File: src/rtl/c_result_reader_pkg.sv
// c_result_reader_pkg: shared sizes, FSM states and width helper for the C result reader.
package c_result_reader_pkg;
   localparam int MAT_SIZE   = 6;
   localparam int DATA_WIDTH = 16;

   typedef enum logic [1:0] {IDLE, READ, DRAIN} state_t;

   // Never returns 0 so a 1-row matrix still gets a legal address port.
   function automatic int clog2(input int n);
      return (n < 2) ? 1 : $clog2(n);
   endfunction
endpackage

File: src/rtl/c_result_reader_row_fifo.sv
// row_fifo: 3-entry FIFO holding returned rows with their indices; sync reset clears contents.
module row_fifo #(
   parameter int W = 8
) (
   input  logic         clk,
   input  logic         rst,
   input  logic         push,
   input  logic [W-1:0] din,
   input  logic         pop,
   output logic [W-1:0] dout,
   output logic [1:0]   count
);
   logic [W-1:0] mem_q [3];
   logic [1:0]   wr_q, rd_q, count_q;

   always_ff @(posedge clk) begin
      if (rst) begin
         wr_q    <= '0;
         rd_q    <= '0;
         count_q <= '0;
         for (int i = 0; i < 3; i++) mem_q[i] <= '0;
      end else begin
         if (push) mem_q[wr_q] <= din;
         if (push) wr_q <= (wr_q == 2'd2) ? 2'd0 : wr_q + 2'd1;
         if (pop) rd_q <= (rd_q == 2'd2) ? 2'd0 : rd_q + 2'd1;
         count_q <= count_q + {1'b0, push} - {1'b0, pop};
      end
   end

   // The issue rule upstream must make this unreachable.
   always_ff @(posedge clk) if (!rst) assert (!(push && !pop && count_q == 2'd3));

   assign dout  = mem_q[rd_q];
   assign count = count_q;
endmodule

File: src/rtl/c_result_reader.sv
// c_result_reader: drains matrix C row by row from the BRAM user port onto a valid/ready stream.
// Optional C_READER_CHECKSUM_EN adds a running XOR of accepted rows on `checksum`.
module c_result_reader
   import c_result_reader_pkg::*;
#(
   parameter int N     = MAT_SIZE,
   parameter int WIDTH = DATA_WIDTH,
   parameter int ADDR  = clog2(N)
) (
   input  logic                 clk,
   input  logic                 rst,
   input  logic                 start,
   output logic                 busy,
   output logic                 C_USR_rd,
   output logic [ADDR-1:0]      C_USR_addr,
   input  logic [N*WIDTH-1:0]   C_USR_dout,
   output logic                 row_valid,
   input  logic                 row_ready,
   output logic [N*WIDTH-1:0]   row_data,
   output logic [ADDR-1:0]      row_idx,
   output logic                 row_last,
`ifdef C_READER_CHECKSUM_EN
   output logic                 frame_done,
   output logic [N*WIDTH-1:0]   checksum
`else
   output logic                 frame_done
`endif
);
   localparam int DW = N * WIDTH;

   state_t             state_q;
   logic               busy_q, rd_q, rd_dly_q, done_q;
   logic [ADDR-1:0]    addr_q, idx_q;
   logic [1:0]         count;
   logic [2:0]         count_d;
   logic               pop, can_issue;
   logic [DW+ADDR-1:0] head;

   // Occupancy after this edge plus the read still in the BRAM pipe must leave room for one more.
   assign pop       = row_valid && row_ready;
   assign count_d   = {1'b0, count} + {2'b0, rd_dly_q} - {2'b0, pop};
   assign can_issue = (count_d + {2'b0, rd_q}) < 3'd3;

   row_fifo #(.W(DW + ADDR)) u_fifo (
      .clk   (clk),
      .rst   (rst),
      .push  (rd_dly_q),
      .din   ({idx_q, C_USR_dout}),
      .pop   (pop),
      .dout  (head),
      .count (count)
   );

   assign row_valid        = count != 2'd0;
   assign {row_idx, row_data} = head;
   assign row_last         = row_valid && row_idx == ADDR'(N - 1);

   always_ff @(posedge clk) begin
      if (rst) begin
         state_q  <= IDLE;
         busy_q   <= 1'b0;
         rd_q     <= 1'b0;
         rd_dly_q <= 1'b0;
         addr_q   <= '0;
         idx_q    <= '0;
         done_q   <= 1'b0;
      end else begin
         rd_dly_q <= rd_q;
         idx_q    <= addr_q;
         done_q   <= 1'b0;
         rd_q     <= 1'b0;
         case (state_q)
            IDLE: if (start) begin
               state_q <= (N == 1) ? DRAIN : READ;
               busy_q  <= 1'b1;
               rd_q    <= 1'b1;
               addr_q  <= '0;
            end
            READ: if (can_issue) begin
               rd_q   <= 1'b1;
               addr_q <= addr_q + ADDR'(1);
               if (addr_q == ADDR'(N - 2)) state_q <= DRAIN;
            end
            DRAIN: if (pop && row_last) begin
               state_q <= IDLE;
               busy_q  <= 1'b0;
               done_q  <= 1'b1;
            end
            default: state_q <= IDLE;
         endcase
      end
   end

   assign busy       = busy_q;
   assign C_USR_rd   = rd_q;
   assign C_USR_addr = addr_q;
   assign frame_done = done_q;

`ifdef C_READER_CHECKSUM_EN
   logic [DW-1:0] sum_q;

   always_ff @(posedge clk) begin
      if (rst || (state_q == IDLE && start)) sum_q <= '0;
      else if (pop) sum_q <= sum_q ^ row_data;
   end

   assign checksum = sum_q;
`endif
endmodule

File: config.mk
export PLATFORM = sky130hd
export DESIGN_NAME = c_result_reader
export DESIGN_NICKNAME = d
export VERILOG_FILES = /design/src/rtl/c_result_reader_pkg.sv /design/src/rtl/c_result_reader_row_fifo.sv /design/src/rtl/c_result_reader.sv
export SDC_FILE = /design/constraint.sdc
export NUM_CORES = 1
export LEC_CHECK = 0
export CORE_MARGIN = 4
export CORE_UTILIZATION = 56
export CTS_BUF_LIST = sky130_fd_sc_hd__clkbuf_4 sky130_fd_sc_hd__clkbuf_8 sky130_fd_sc_hd__clkbuf_16
export CTS_CLUSTER_SIZE = 25
export DETAILED_ROUTE_END_ITERATION = 8
export PLACE_DENSITY = 0.78
export SYNTH_ARGS = -nofsm -noshare
export SYNTH_HDL_FRONTEND = slang
export SYNTH_SLANG_ARGS = --single-unit
File: constraint.sdc
create_clock -name clk -period 4.3 [get_ports clk]
set_clock_uncertainty 0.05 [all_clocks]
set_input_delay 0.43 -clock clk [delete_from_list [all_inputs] [get_ports clk]]
set_output_delay 0.43 -clock clk [all_outputs]
set_load 0.005 [all_outputs]
==> Word level (Yosys, flattened, before mapping) <==
Memory sizes are Yosys's and may differ from the RTL's. A register that Yosys moved wholly into a read port is not among the register bits.
Cells that the tools add are included.
{ "totals": {"mem_bits_rw": 297, "n_memories": 1, "output_inout_bits": 107, "inputBits": 100, "elab_cells": 70, "register_bits": 18} }
{ "op_classes": {"n_eq_ne": 10, "n_mux": 27, "n_reduce_logical": 12, "n_addsub": 8, "bitwise": 1, "magnitude_cmp": 1} }
{ "mem_list": {"columns": ["name", "depth", "word_bits", "read_ports", "rd_clocked_by_memory_dff", "wr", "line", "source"], "rows": [
  ["u_fifo.mem_q", 3, 99, 1, 1, 3, "c_result_reader_row_fifo.sv:13", "logic [W-1:0] mem_q [3];"]
]} }
{ "op_table": {"columns": ["operator", "count"], "rows": [
  ["99-bit two-way mux", 1],
  ["99-bit OR reduction", 1],
  ["2-bit two-way mux", 9],
  ["1-bit two-way mux", 11],
  ["2-bit != test (second input constant)", 4],
  ["2-bit equality test (second input constant)", 3],
  ["3-bit equality test (second input constant)", 2],
  ["3-bit two-way mux", 2],
  ["2-bit case mux with 3 select lines", 1],
  ["3-bit case mux with 2 select lines", 1],
  ["3-bit AND reduction", 2],
  ["2-bit nonzero test", 3],
  ["2-bit by 1-bit adder with 2-bit output (second input constant)", 2],
  ["1-bit case mux with 2 select lines", 2],
  ["4-bit AND reduction", 1],
  ["2-bit by 1-bit adder with 3-bit output", 1],
  ["3-bit by 1-bit adder with 3-bit output", 1],
  ["3-bit by 1-bit adder with 3-bit output (second input constant)", 1],
  ["1-bit logical AND", 3],
  ["3-bit by 2-bit < comparator with 1-bit output (second input constant)", 1],
  ["3-bit by 1-bit subtractor with 3-bit output", 1],
  ["2-bit by 1-bit adder with 2-bit output", 1],
  ["2-bit by 1-bit equality test with 1-bit output (second input constant)", 1],
  ["2-bit logical NOT", 1],
  ["other kinds (3)", 3]
]} }

==> Depth between registers and ports, before layout <==
Gate-level depths: netlist (run 1).
{ "depth": {"depth_word": 7, "mapped_depth": 10, "mapped_depth_nobuf": 10} }

==> By module <==
From an unflattened synthesis (run 1), not the netlist that was laid out.
{ "hier_totals": {"cells_unflattened": 947, "area_unflattened_um2": 17245.3} }
{ "by_module_without_submodules": {"columns": ["module", "instances", "seq_area_each_um2", "cells_each", "area_each_um2"], "rows": [
  ["row_fifo", 1, 12051.6, 882, 16654.7],
  ["c_result_reader", 1, 240.2, 65, 590.6]
]} }

==> Worst setup path before layout (run 1) <==
Ideal clock, no wire load.
{ "synth_timing": {"path_kind": "register to register", "from": "register u_fifo.wr_q[1]", "to": "memory u_fifo.mem_q[3][0] (netlist name) (enable)", "setup_slack_ns": 0.795, "arrival_time_ns": 2.986, "required_time_ns": 3.781, "synth_period_minus_slack_ns": 3.505, "path_buffers": 1, "setup_ns": 0.469, "stages_incl_launch_ff": 3, "path_cell_list": "dfxtp_1 clkbuf_1 and3_1"} }
{ "synth_lines": {"columns": ["element", "line", "source"], "rows": [
  ["start: declaration", "c_result_reader_row_fifo.sv:14", "logic [1:0] wr_q, rd_q, count_q;"],
  ["start signal: assignment", "c_result_reader_row_fifo.sv:24", "if (push) wr_q <= (wr_q == 2'd2) ? 2'd0 : wr_q + 2'd1;"],
  ["end: declaration", "c_result_reader_row_fifo.sv:13", null]
]} }

==> results of run 1 <==
## worst max-delay path by stage
stage                     slack (ps)                      endpoint  cells past startpoint
final                           1080                      row_last                      4
after global routing             930                  row_data[19]                      3
after CTS                       1030                      row_last                      4
after detailed placement        1200    C_USR_addr[1]$_SDFFE_PP0P_                     11
after global placement          1240    C_USR_addr[1]$_SDFFE_PP0P_                     11
after floorplan                  790  u_fifo.mem_q[3][0]$_DFFE_PP_                      2
## kinds of logic after synthesis
kind of cell | Yosys count | synth area share (%)
fa+ha+maj | 7 | 0.599
mux | 99 | 13.0
xor+xnor | 5 | 0.256
buf+inv | 68 | 1.64
simple gates | 339 | 12.4
flops | 416 | 71.7
compound gates | 11 | 0.394
## cell usage after synthesis, types with 2 or more instances
| cell type | instances | area [sq um] |
|---|---|---|
| fa_1 | 2 | 40.0 |
| clkbuf_1 | 37 | 139 |
| mux4_2 | 99 | 2230 |
| nor2_1 | 13 | 48.8 |
| dfxtp_1 | 20 | 400 |
| nand3_1 | 2 | 10.0 |
| nand2_1 | 4 | 15.0 |
| and2_1 | 297 | 1860 |
| xor2_1 | 3 | 26.3 |
| ha_1 | 5 | 62.6 |
| nor2b_1 | 3 | 18.8 |
| inv_1 | 11 | 41.3 |
| a21oi_1 | 7 | 35.0 |
| xnor2_1 | 2 | 17.5 |
| or2_2 | 3 | 18.8 |
| nor3b_1 | 2 | 15.0 |
| buf_1 | 5 | 18.8 |
| buf_2 | 12 | 60.1 |
| nor3_1 | 5 | 25.0 |
| nand4_1 | 2 | 12.5 |
| edfxtp_1 | 396 | 11900 |
## cell type report
cell class                      instances  area [sq um]
Sequential cell                       416         12300
Fill cell                            1924          8920
Multi-Input combinational cell        461          4580
Timing Repair Buffer                  223          2280
Clock buffer                           56          1200
Tap cell                              390           488
Clock inverter                         19           140
Inverter                               12          45.0
Antenna cell                            1          2.50
## routing by layer
metal	track usage (%)	up-vias
met1	29.0	4518
met2	34.7	286
met4	5.27	2
met5	0	-
met3	3.69	57
li1	-	3981
## metrics by stage
step | hold WS [ps] | worst slack, ps | cell area, sq um | std cells | total power, mW
2_1_floorplan | 377 | 795 | 17100 | 945 | 5.62
3_3_place_gp | 391 | 1240 | 19700 | 1502 | 6.42
3_5_place_dp | 405 | 1200 | 19700 | 1502 | 6.44
4_1_cts | 417 | 1030 | 21000 | 1577 | 9.92
5_1_grt | 435 | 935 | 21000 | 1578 | 10.2
6_report | 418 | 1080 | 21000 | 1578 | 9.82
## worst max-delay path, stage by stage, from the launching register on
cell and delay (ps):
dfxtp_4 890, mux4_2 430, nand3b_4 210, a21oi_1 150, clkdlybuf4s50_1 530
## power groups by stage
stage | combinational, mW | sequential, mW | clock [mW]
detailed placement | 1.63 | 4.81 | 0
floorplan | 0.884 | 4.73 | 0
global placement | 1.62 | 4.80 | 0
global route | 1.73 | 4.74 | 3.74
CTS | 1.64 | 4.73 | 3.56
finish | 1.60 | 4.72 | 3.50
## state kept, by name, summed over array words and instances, names as in the netlist, 2 cells and up, named ones only
name	flops
idx_q	3
u_fifo.rd_q	2
u_fifo.wr_q	2
u_fifo.mem_q	396
state_q	2
u_fifo.count	2
C_USR_addr	3
## placed cells by master (no fill, tap or decap), drive strengths merged, types with 3 or more instances in the layout
cell type / netlist / layout
mux4: 99 / 99
and2: 297 / 297
nor3: 5 / 5
xor2: 3 / 3
or2: 3 / 3
buf: 19 / 17
inv: 12 / 13
nor2b: 3 / 3
nand2: 4 / 4
clkinv: 0 / 15
clkbuf: 37 / 56
ha: 5 / 5
edfxtp: 396 / 396
clkdlybuf4s50: 0 / 206
nor2: 14 / 14
dfxtp: 20 / 20
a21oi: 7 / 7
==> run summary, run 1 <==
Overall global routing resource usage: 20.8%
Post-Route WL: 34800 microns
Die area: 33500 sq um
CTS sink count: 416
Syn. warnings: 0
DR top layer: met5
Syn_nets: 1052
Fin. max-slew vios: 0
CORE AREA: 30000 sq um
Layout cells sized above 1: 16.4%
Status: finished clean
Post-DRT Antenna Nets: 0
Comb power frac: 16.3%
Initial Util: 57.2%
LEAKAGE: 7.36 nW
RSZ-0062 raised after global routing: no
First-pass GRT wire length: 53800 microns
Reg power frac: 48.1%
Iteration-0 DRC Markers: 715
Startpoint Class: flop
Unique masters post-synth: 36
Min-delay src: idx_q[0]$_SDFF_PP0_
Post-Synthesis Cells: 945
Nets: 1263
WL/cell: 22.0 microns
Number of synthesized register bits: 416
Setup TNS Final: 0 ps
Clock power share: 35.6%
Met2 wire len: 17500 microns
CP Capture Type: output port
FF-to-FF Start: u_fifo.count[1]$_SDFF_PP0_
Min-Delay Path Class: flop to flop
Postcts setup bufs: 0
Worst Path Arrival: 2740 ps
Syn Std Cell Area: 17100 sq um
TritonRoute pass-1 iters: 5
Metal3 WL: 2080 microns
Req. time, crit path: 3820 ps
R2R Path End: C_USR_addr[1]$_SDFFE_PP0P_
Hold_buf cts: 0
FF-to-FF path depth: 10
P_int: 7.64 mW
Fmax: 310 MHz
Predominant post-synthesis flop cell: edfxtp_1
Grt ovf: 0
IO Count: 207
Die width: 183 microns
Finish-stage setup viols: 0
Area delta synth->final: 22.7%
H-tree levels: 2
Port Buffers: 206
Post-Syn Area per Cell: 18.1 sq um
Gp weighted congestion: 0.777
Worst-Skew Late Latency: 520 ps
Hold Crit Depth: 0
Largest net degree at the start of global routing: 100
Register area share after synthesis: 71.7%
Initial antenna violation count: 2
Clk buf depth: 3
Worst-margin pin slew: 1090 ps
M1 wire length: 14300 microns
Avg Vias per Cell: 5.60
Synth async-reset ratio: 0%
Headroom to the max-slew limit: 27.5%
Residual DRC count: 0
Power Dens Cells: 467 nW/um^2
CTS Root Buffer Type: clkbuf_16
Switching share of total power: 22.2%
Clock Pin Slew Worst Setup and Hold Paths: 60 ps
Hold Vio Cnt, Final: 0
Post-layout util: 70.2%
EDFF count, synth: 396
CTS Buf Count: 42
Vias post-DR: 8844
Critical path type: flop to output port
Max Cap Viol: 0
TritonCTS clock tree: done
P_sw: 2.18 mW
Flop2flop setup slack: 1530 ps
DIE HEIGHT: 183 microns
Hold endpoint: u_fifo.mem_q[3][96]$_DFFE_PP_
Vias in the first global route: 9490
Num rows: 63
Worst vdd ir: 0.301 mV
Final period util: 75.0%
DP HPWL: 19900 microns
Post-CTS Resized: 0
CP max FO: 52
Tmin final: 3220 ps
(Power assumes the default switching activity.)
==> inputs of run 2 (changes only) <==
--- a/config.mk
+++ b/config.mk
@@ -6,11 +6,11 @@
 export NUM_CORES = 1
 export LEC_CHECK = 0
 export CORE_MARGIN = 4
-export CORE_UTILIZATION = 56
+export CORE_UTILIZATION = 50
 export CTS_BUF_LIST = sky130_fd_sc_hd__clkbuf_4 sky130_fd_sc_hd__clkbuf_8 sky130_fd_sc_hd__clkbuf_16
 export CTS_CLUSTER_SIZE = 25
 export DETAILED_ROUTE_END_ITERATION = 8
-export PLACE_DENSITY = 0.78
+export PLACE_DENSITY = 0.74
 export SYNTH_ARGS = -nofsm -noshare
 export SYNTH_HDL_FRONTEND = slang
 export SYNTH_SLANG_ARGS = --single-unit
==> constraint.sdc (replaced) <==
create_clock -name clk -period 2.7 [get_ports clk]
set_clock_uncertainty 0.05 [all_clocks]
set_input_delay 0.27 -clock clk [delete_from_list [all_inputs] [get_ports clk]]
set_output_delay 0.27 -clock clk [all_outputs]
set_load 0.005 [all_outputs]
==> run summary, run 2 (same netlist as run 1, synthesis figures left out) <==
Residual DRC count: 0 (unchanged)
Place WS: -86.8 ps (was 1200 ps)
Most frequent cells in the layout: edfxtp_1 (396), and2_1 (297), clkdlybuf4s50_1 (204) (was edfxtp_1 (396), and2_1 (297), clkdlybuf4s50_1 (206))
Met1 GRT Util: 26.4% (was 29.0%)
TritonCTS clock tree: done (unchanged)
Startpoint Class: flop (unchanged)
Area after DPL: 20000 sq um (was 19700 sq um)
Grt peak-use layer: met2 (unchanged)
Initial Util: 50.9% (was 57.2%)
CTS Root Buffer Type: clkbuf_16 (unchanged)
Status: finished clean (unchanged)
Initial antenna violation count: 5 (was 2)
Layout cells sized above 1: 18.3% (was 16.4%)
Fin area: 21400 sq um (was 21000 sq um)
Max Cap Viol: 0 (unchanged)
WL/cell: 21.7 microns (was 22.0 microns)
Nets: 1283 (was 1263)
Avg Vias per Cell: 5.31 (was 5.60)
Tmin final: 2640 ps
DP HPWL: 20100 microns (was 19900 microns)
DIE HEIGHT: 193 microns (was 183 microns)
Grt ovf: 0 (unchanged)
Headroom to the max-slew limit: 56.9% (was 27.5%)
Fin. max-slew vios: 0 (unchanged)
Min-delay src: C_USR_dout[79] (was idx_q[0]$_SDFF_PP0_)
Final period util: 97.7%
Commonest non-fill, non-tap cell in the layout: edfxtp_1 (unchanged)
Hold_buf cts: 0 (unchanged)
Hold Vio Cnt, Final: 0 (unchanged)
R2R Path End: C_USR_addr[1]$_SDFFE_PP0P_ (unchanged)
TritonRoute pass-1 iters: 5 (unchanged)
Port Buffers: 206 (unchanged)
Fmax: 379 MHz
Hold endpoint: u_fifo.mem_q[3][79]$_DFFE_PP_ (was u_fifo.mem_q[3][96]$_DFFE_PP_)
Post-DRT Antenna Nets: 0 (unchanged)
Overall global routing resource usage: 19.1% (was 20.8%)
Biggest register: u_fifo.mem_q (unchanged)
FF-to-FF path depth: 10 (unchanged)
Req. time, crit path: 2380 ps (was 3820 ps)
Worst-margin pin slew: 645 ps (was 1090 ps)
Iteration-0 DRC Markers: 440 (was 715)
IO Count: 207 (unchanged)
CTS Buf Count: 43 (was 42)
CP max FO: 16 (was 52)
Largest net degree at the start of global routing: 100 (unchanged)
Clock Pin Slew Worst Setup and Hold Paths: 60 ps (about the same)
Vias in the first global route: 9379 (was 9490)
Num rows: 67 (was 63)
First-pass GRT wire length: 53900 microns (was 53800 microns)
Worst-Skew Late Latency: 530 ps (was 520 ps)
Power Dens Cells: 736 nW/um^2 (was 467 nW/um^2)
Finish-stage setup viols: 0 (unchanged)
CP Capture Type: output port (unchanged)
Die area: 37300 sq um (was 33500 sq um)
Max reg flops: 396 (unchanged)
Clk buf depth: 3 (unchanged)
H-tree levels: 2 (unchanged)
Setup TNS Final: 0 ps (unchanged)
CTS sink count: 416 (unchanged)
Gp weighted congestion: 0.772 (was 0.777)
Post-Route WL: 36000 microns (was 34800 microns)
Hold Crit Depth: 1 (was 0)
Critical path type: flop to output port (unchanged)
Min-Delay Path Class: input pin to flop (was flop to flop)
Flop2flop setup slack: 120 ps (was 1530 ps)
Die width: 193 microns (was 183 microns)
Worst Path Arrival: 2320 ps (was 2740 ps)
Worst vdd ir: 0.553 mV (was 0.301 mV)
Met3 track demand over resource: 3.56% (was 3.69%)
CORE AREA: 33700 sq um (was 30000 sq um)
LEAKAGE: 7.52 nW (was 7.36 nW)
Met2 usage: 31.7% (was 34.7%)
Vias post-DR: 8800 (was 8844)
FF-to-FF Start: u_fifo.count[1]$_SDFF_PP0_ (unchanged)
Final setup margin: 62.1 ps (was 1080 ps)
Area delta synth->final: 25.1% (was 22.7%)
[run 2: changes by cell type in the layout (fill, tap and decap cells not counted), sizes merged]
cell / previous run / this run
clkbuf: 56 / 64
clkdlybuf4s50: 206 / 204
bufinv: 2 / 0
diode: 1 / 3
clkinv: 15 / 8
clkinvlp: 1 / 2
dlymetal6s2s: 0 / 1
inv: 13 / 15
dlygate4sd2: 0 / 1
buf: 17 / 33
[run 2: layer usage]
| metal | share of wire, % | wire, microns | vias up |
|---|---|---|---|
| met5 | 0.13 | 45 | - |
| met4 | 1.7 | 627 | 6 |
| met3 | 5.2 | 1860 | 44 |
| met2 | 51 | 18300 | 223 |
| met1 | 42 | 15200 | 4491 |
| li1 | - | - | 4036 |
[run 2: timing repair]
action                     CTS  global route
setup endpoints to repair   45            73
gates resized for setup      1             6
pin swaps                    0             0
setup buffers                1             6
cloned                       0             3
[run 2: power breakdown]
part | internal [mW] | total [mW] | switching [mW]
clock network | 3.13 | 5.43 | 2.30
registers | 7.34 | 7.45 | 0.111
logic | 1.74 | 2.91 | 1.17
total | 12.2 | 15.8 | 3.58
[run 2: critical path: stages (launching register included)]
cell and delay, ps:
dfxtp_4 410, buf_12 130, clkbuf_16 210, mux4_2 550
clkdlybuf4s50_1 470
[run 2: final cells by class]
cell class | count | area [sq um]
timing repair buffer | 242 | 2650
fill | 2463 | 12300
multi-input combinational | 461 | 4590
clock inverter | 13 | 77.6
sequential | 416 | 12300
tap | 448 | 561
clock buffer | 61 | 1210
antenna | 3 | 7.51
inverter | 12 | 45.0
[run 2: worst max-delay path by stage]
| stage | from | depth (start not counted) | slack (ps) | to |
|---|---|---|---|---|
| after CTS | flop | 3 | -50 | row_data[44] |
| final | flop | 4 | 60 | row_data[82] |
| after global placement | row_ready | 11 | 20 | C_USR_addr[1]$_SDFFE_PP0P_ |
| after floorplan | u_fifo.count[1]$_SDFF_PP0_ | 10 | 150 | C_USR_addr[1]$_SDFFE_PP0P_ |
| after global routing | u_fifo.count[1]$_SDFF_PP0_ | 10 | -10 | C_USR_addr[1]$_SDFFE_PP0P_ |
| after detailed placement | row_ready | 11 | -90 | C_USR_addr[1]$_SDFFE_PP0P_ |
[run 2: metrics by stage]
stage / utilization, % / power, mW / hold WS, ps / instances
finish: 63.6 / 15.8 / 302 / 1656
global route: 63.6 / 16.4 / 295 / 1655
CTS: 63.1 / 15.8 / 281 / 1644
detailed placement: 59.3 / 10.3 / 400 / 1569
global placement: 59.3 / 10.3 / 386 / 1569
floorplan: - / 8.94 / 319 / 945
==> inputs of run 3 (changes only) <==
--- a/config.mk
+++ b/config.mk
@@ -5,12 +5,14 @@
 export SDC_FILE = /design/constraint.sdc
 export NUM_CORES = 1
 export LEC_CHECK = 0
+export ABC_CLOCK_PERIOD_IN_PS = 2700
 export CORE_MARGIN = 4
-export CORE_UTILIZATION = 50
+export CORE_UTILIZATION = 40
 export CTS_BUF_LIST = sky130_fd_sc_hd__clkbuf_4 sky130_fd_sc_hd__clkbuf_8 sky130_fd_sc_hd__clkbuf_16
 export CTS_CLUSTER_SIZE = 25
 export DETAILED_ROUTE_END_ITERATION = 8
-export PLACE_DENSITY = 0.74
+export PLACE_DENSITY = 0.61
+export SLEW_MARGIN = 20
 export SYNTH_ARGS = -nofsm -noshare
 export SYNTH_HDL_FRONTEND = slang
 export SYNTH_SLANG_ARGS = --single-unit
==> run summary, run 3 (same netlist as run 1, synthesis figures left out) <==
Status: finished clean (unchanged)
P_sw: 3.81 mW (was 3.58 mW)
Worst hold slack: 266 ps (was 302 ps)
Residual DRC count: 0 (unchanged)
Layout cells sized above 1: 19.1% (was 18.3%)
Req. time, crit path: 2380 ps (about the same)
Nets: 1293 (was 1283)
Num rows: 75 (was 67)
Initial Util: 40.7% (was 50.9%)
Max Cap Viol: 0 (unchanged)
Worst-margin pin slew: 624 ps (was 645 ps)
LEAKAGE: 7.98 nW (was 7.52 nW)
Post-layout util: 51.9% (was 63.6%)
Min-Delay Path Class: input pin to flop (unchanged)
Die area: 46200 sq um (was 37300 sq um)
Overall global routing resource usage: 16.6% (was 19.1%)
Critical path type: flop to output port (unchanged)
CTS Root Buffer Type: clkbuf_16 (unchanged)
Post-Route WL: 38300 microns (was 36000 microns)
CP Capture Type: output port (unchanged)
Final period util: 96.6% (was 97.7%)
Max reg flops: 396 (unchanged)
Hold Vio Cnt, Final: 0 (unchanged)
Clk buf depth: 3 (unchanged)
Most frequent cells in the layout: edfxtp_1 (396), and2_1 (297), clkdlybuf4s50_1 (147) (was edfxtp_1 (396), and2_1 (297), clkdlybuf4s50_1 (204))
Fin. max-slew vios: 0 (unchanged)
Commonest non-fill, non-tap cell in the layout: edfxtp_1 (unchanged)
TritonRoute pass-1 iters: 4 (was 5)
TritonCTS clock tree: done (unchanged)
Startpoint Class: flop (unchanged)
CP max FO: 18 (was 16)
H-tree levels: 2 (unchanged)
Worst-Skew Late Latency: 560 ps (was 530 ps)
WL/cell: 21.7 microns (about the same)
Finish-stage setup viols: 0 (unchanged)
Power Dens Cells: 753 nW/um^2 (was 736 nW/um^2)
Headroom to the max-slew limit: 58.4% (was 56.9%)
Reg power frac: 45.1% (was 47.2%)
Gp weighted congestion: 0.721 (was 0.772)
Iteration-0 DRC Markers: 631 (was 440)
Switching share of total power: 23.1% (was 22.7%)
Initial antenna violation count: 2 (was 5)
RSZ-0062 raised after global routing: no
First-pass GRT wire length: 58600 microns (was 53900 microns)
CORE AREA: 42100 sq um (was 33700 sq um)
Placed insts: 1663 (was 1569)
Clock power share: 37.3% (was 34.4%)
Worst vdd ir: 0.568 mV (was 0.553 mV)
Area delta synth->final: 27.7% (was 25.1%)
IO Count: 207 (unchanged)
Fmax: 383 MHz (was 379 MHz)
Area after DPL: 20100 sq um (was 20000 sq um)
Setup TNS Final: 0 ps (unchanged)
Comb power frac: 17.6% (was 18.4%)
Fin area: 21900 sq um (was 21400 sq um)
Vias post-DR: 8892 (was 8800)
Clock Pin Slew Worst Setup and Hold Paths: 60 ps (about the same)
Biggest register: u_fifo.mem_q (unchanged)
DIE HEIGHT: 215 microns (was 193 microns)
Vias in the first global route: 9618 (was 9379)
Die width: 215 microns (was 193 microns)
Tmin final: 2610 ps (was 2640 ps)
Port Buffers: 206 (unchanged)
Largest net degree at the start of global routing: 100 (unchanged)
Worst Path Arrival: 2290 ps (was 2320 ps)
Final cell count without fillers: 1763 (was 1656)
CTS sink count: 416 (unchanged)
Grt ovf: 0 (unchanged)
Post-DRT Antenna Nets: 0 (unchanged)
P_int: 12.7 mW (was 12.2 mW)
Avg Vias per Cell: 5.04 (was 5.31)
CTS Buf Count: 46 (was 43)
Filler Cell Count: 3437 (was 2463)
DP HPWL: 21200 microns (was 20100 microns)
-- run 3: changes by cell type in the layout (fill, tap and decap cells not counted), moves of 2 or more --
cell | before | now
diode_2 | 3 | 1
dlymetal6s2s_1 | 1 | 16
clkinvlp_4 | 2 | 0
buf_16 | 2 | 4
dlygate4sd2_1 | 1 | 42
bufinv_16 | 0 | 3
clkbuf_4 | 18 | 10
clkinv_2 | 5 | 10
clkdlybuf4s50_1 | 204 | 147
clkinv_1 | 3 | 8
buf_12 | 17 | 24
clkbuf_8 | 0 | 4
-- run 3: area by class of cell --
cell class	count	area, sq um	area share, %
Clock inverter	25	215	0.984
Clock buffer	60	1280	5.86
Sequential cell	416	12300	56.2
Multi-Input combinational cell	461	4590	21.0
Antenna cell	1	2.50	0.0114
Inverter	12	45.0	0.206
Tap cell	539	674	3.08
Timing Repair Buffer	249	2780	12.7
-- run 3: worst paths after layout --
check / startpoint / to / slack (ps) / cells after the start
setup reg to reg: u_fifo.count[1]$_SDFF_PP0_ / C_USR_addr[1]$_SDFFE_PP0P_ / 280 / 10
hold / removal: C_USR_dout[90] / u_fifo.mem_q[3][90]$_DFFE_PP_ / 270 / 1
hold reg to reg: idx_q[1]$_SDFF_PP0_ / u_fifo.mem_q[3][97]$_DFFE_PP_ / 420 / 0
setup / recovery: flop / row_data[36] / 90 / 4
-- run 3: power by group through the flow --
| stage | clock network, mW | registers, mW | logic (mW) |
|---|---|---|---|
| finish | 6.15 | 7.43 | 2.90 |
| global route | 6.60 | 7.46 | 3.15 |
| CTS | 6.33 | 7.44 | 2.88 |
| detailed placement | 0 | 7.58 | 2.81 |
| global placement | 0 | 7.57 | 2.81 |
| floorplan | 0 | 7.53 | 1.41 |
-- run 3: worst max-delay path, stage by stage (launching register included) --
cell and delay, ps:
dfxtp_4 400, buf_12 120, buf_16 170, mux4_2 520, clkdlybuf4s50_1 480
-- run 3: per-layer routing --
metal  GRT usage (%)  share of wire, %  wire, microns  vias to the layer above
li1                -                 -              -                     4065
met1            21.9                42          16200                     4552
met2            28.0                50          19100                      223
met3            3.71               5.7           2170                       50
met4            4.81               2.0            777                        2
met5               0             0.034             13                        -
-- run 3: stage by stage --
| step | power (mW) | setup slack [ps] |
|---|---|---|
| floorplan | 8.94 | 155 |
| global placement | 10.4 | -49.3 |
| detailed placement | 10.4 | -28.4 |
| CTS | 16.6 | -89.6 |
| global route | 17.2 | 0.373 |
| finish | 16.5 | 91.2 |
-- run 3: what timing repair did --
action	4_1_cts	5_1_grt
endpoints found under the hold margin	0	0
resized for setup	50	20
cloned	2	1
buffers inserted	6	5
hold buffers	0	0
setup endpoints to repair	80	31
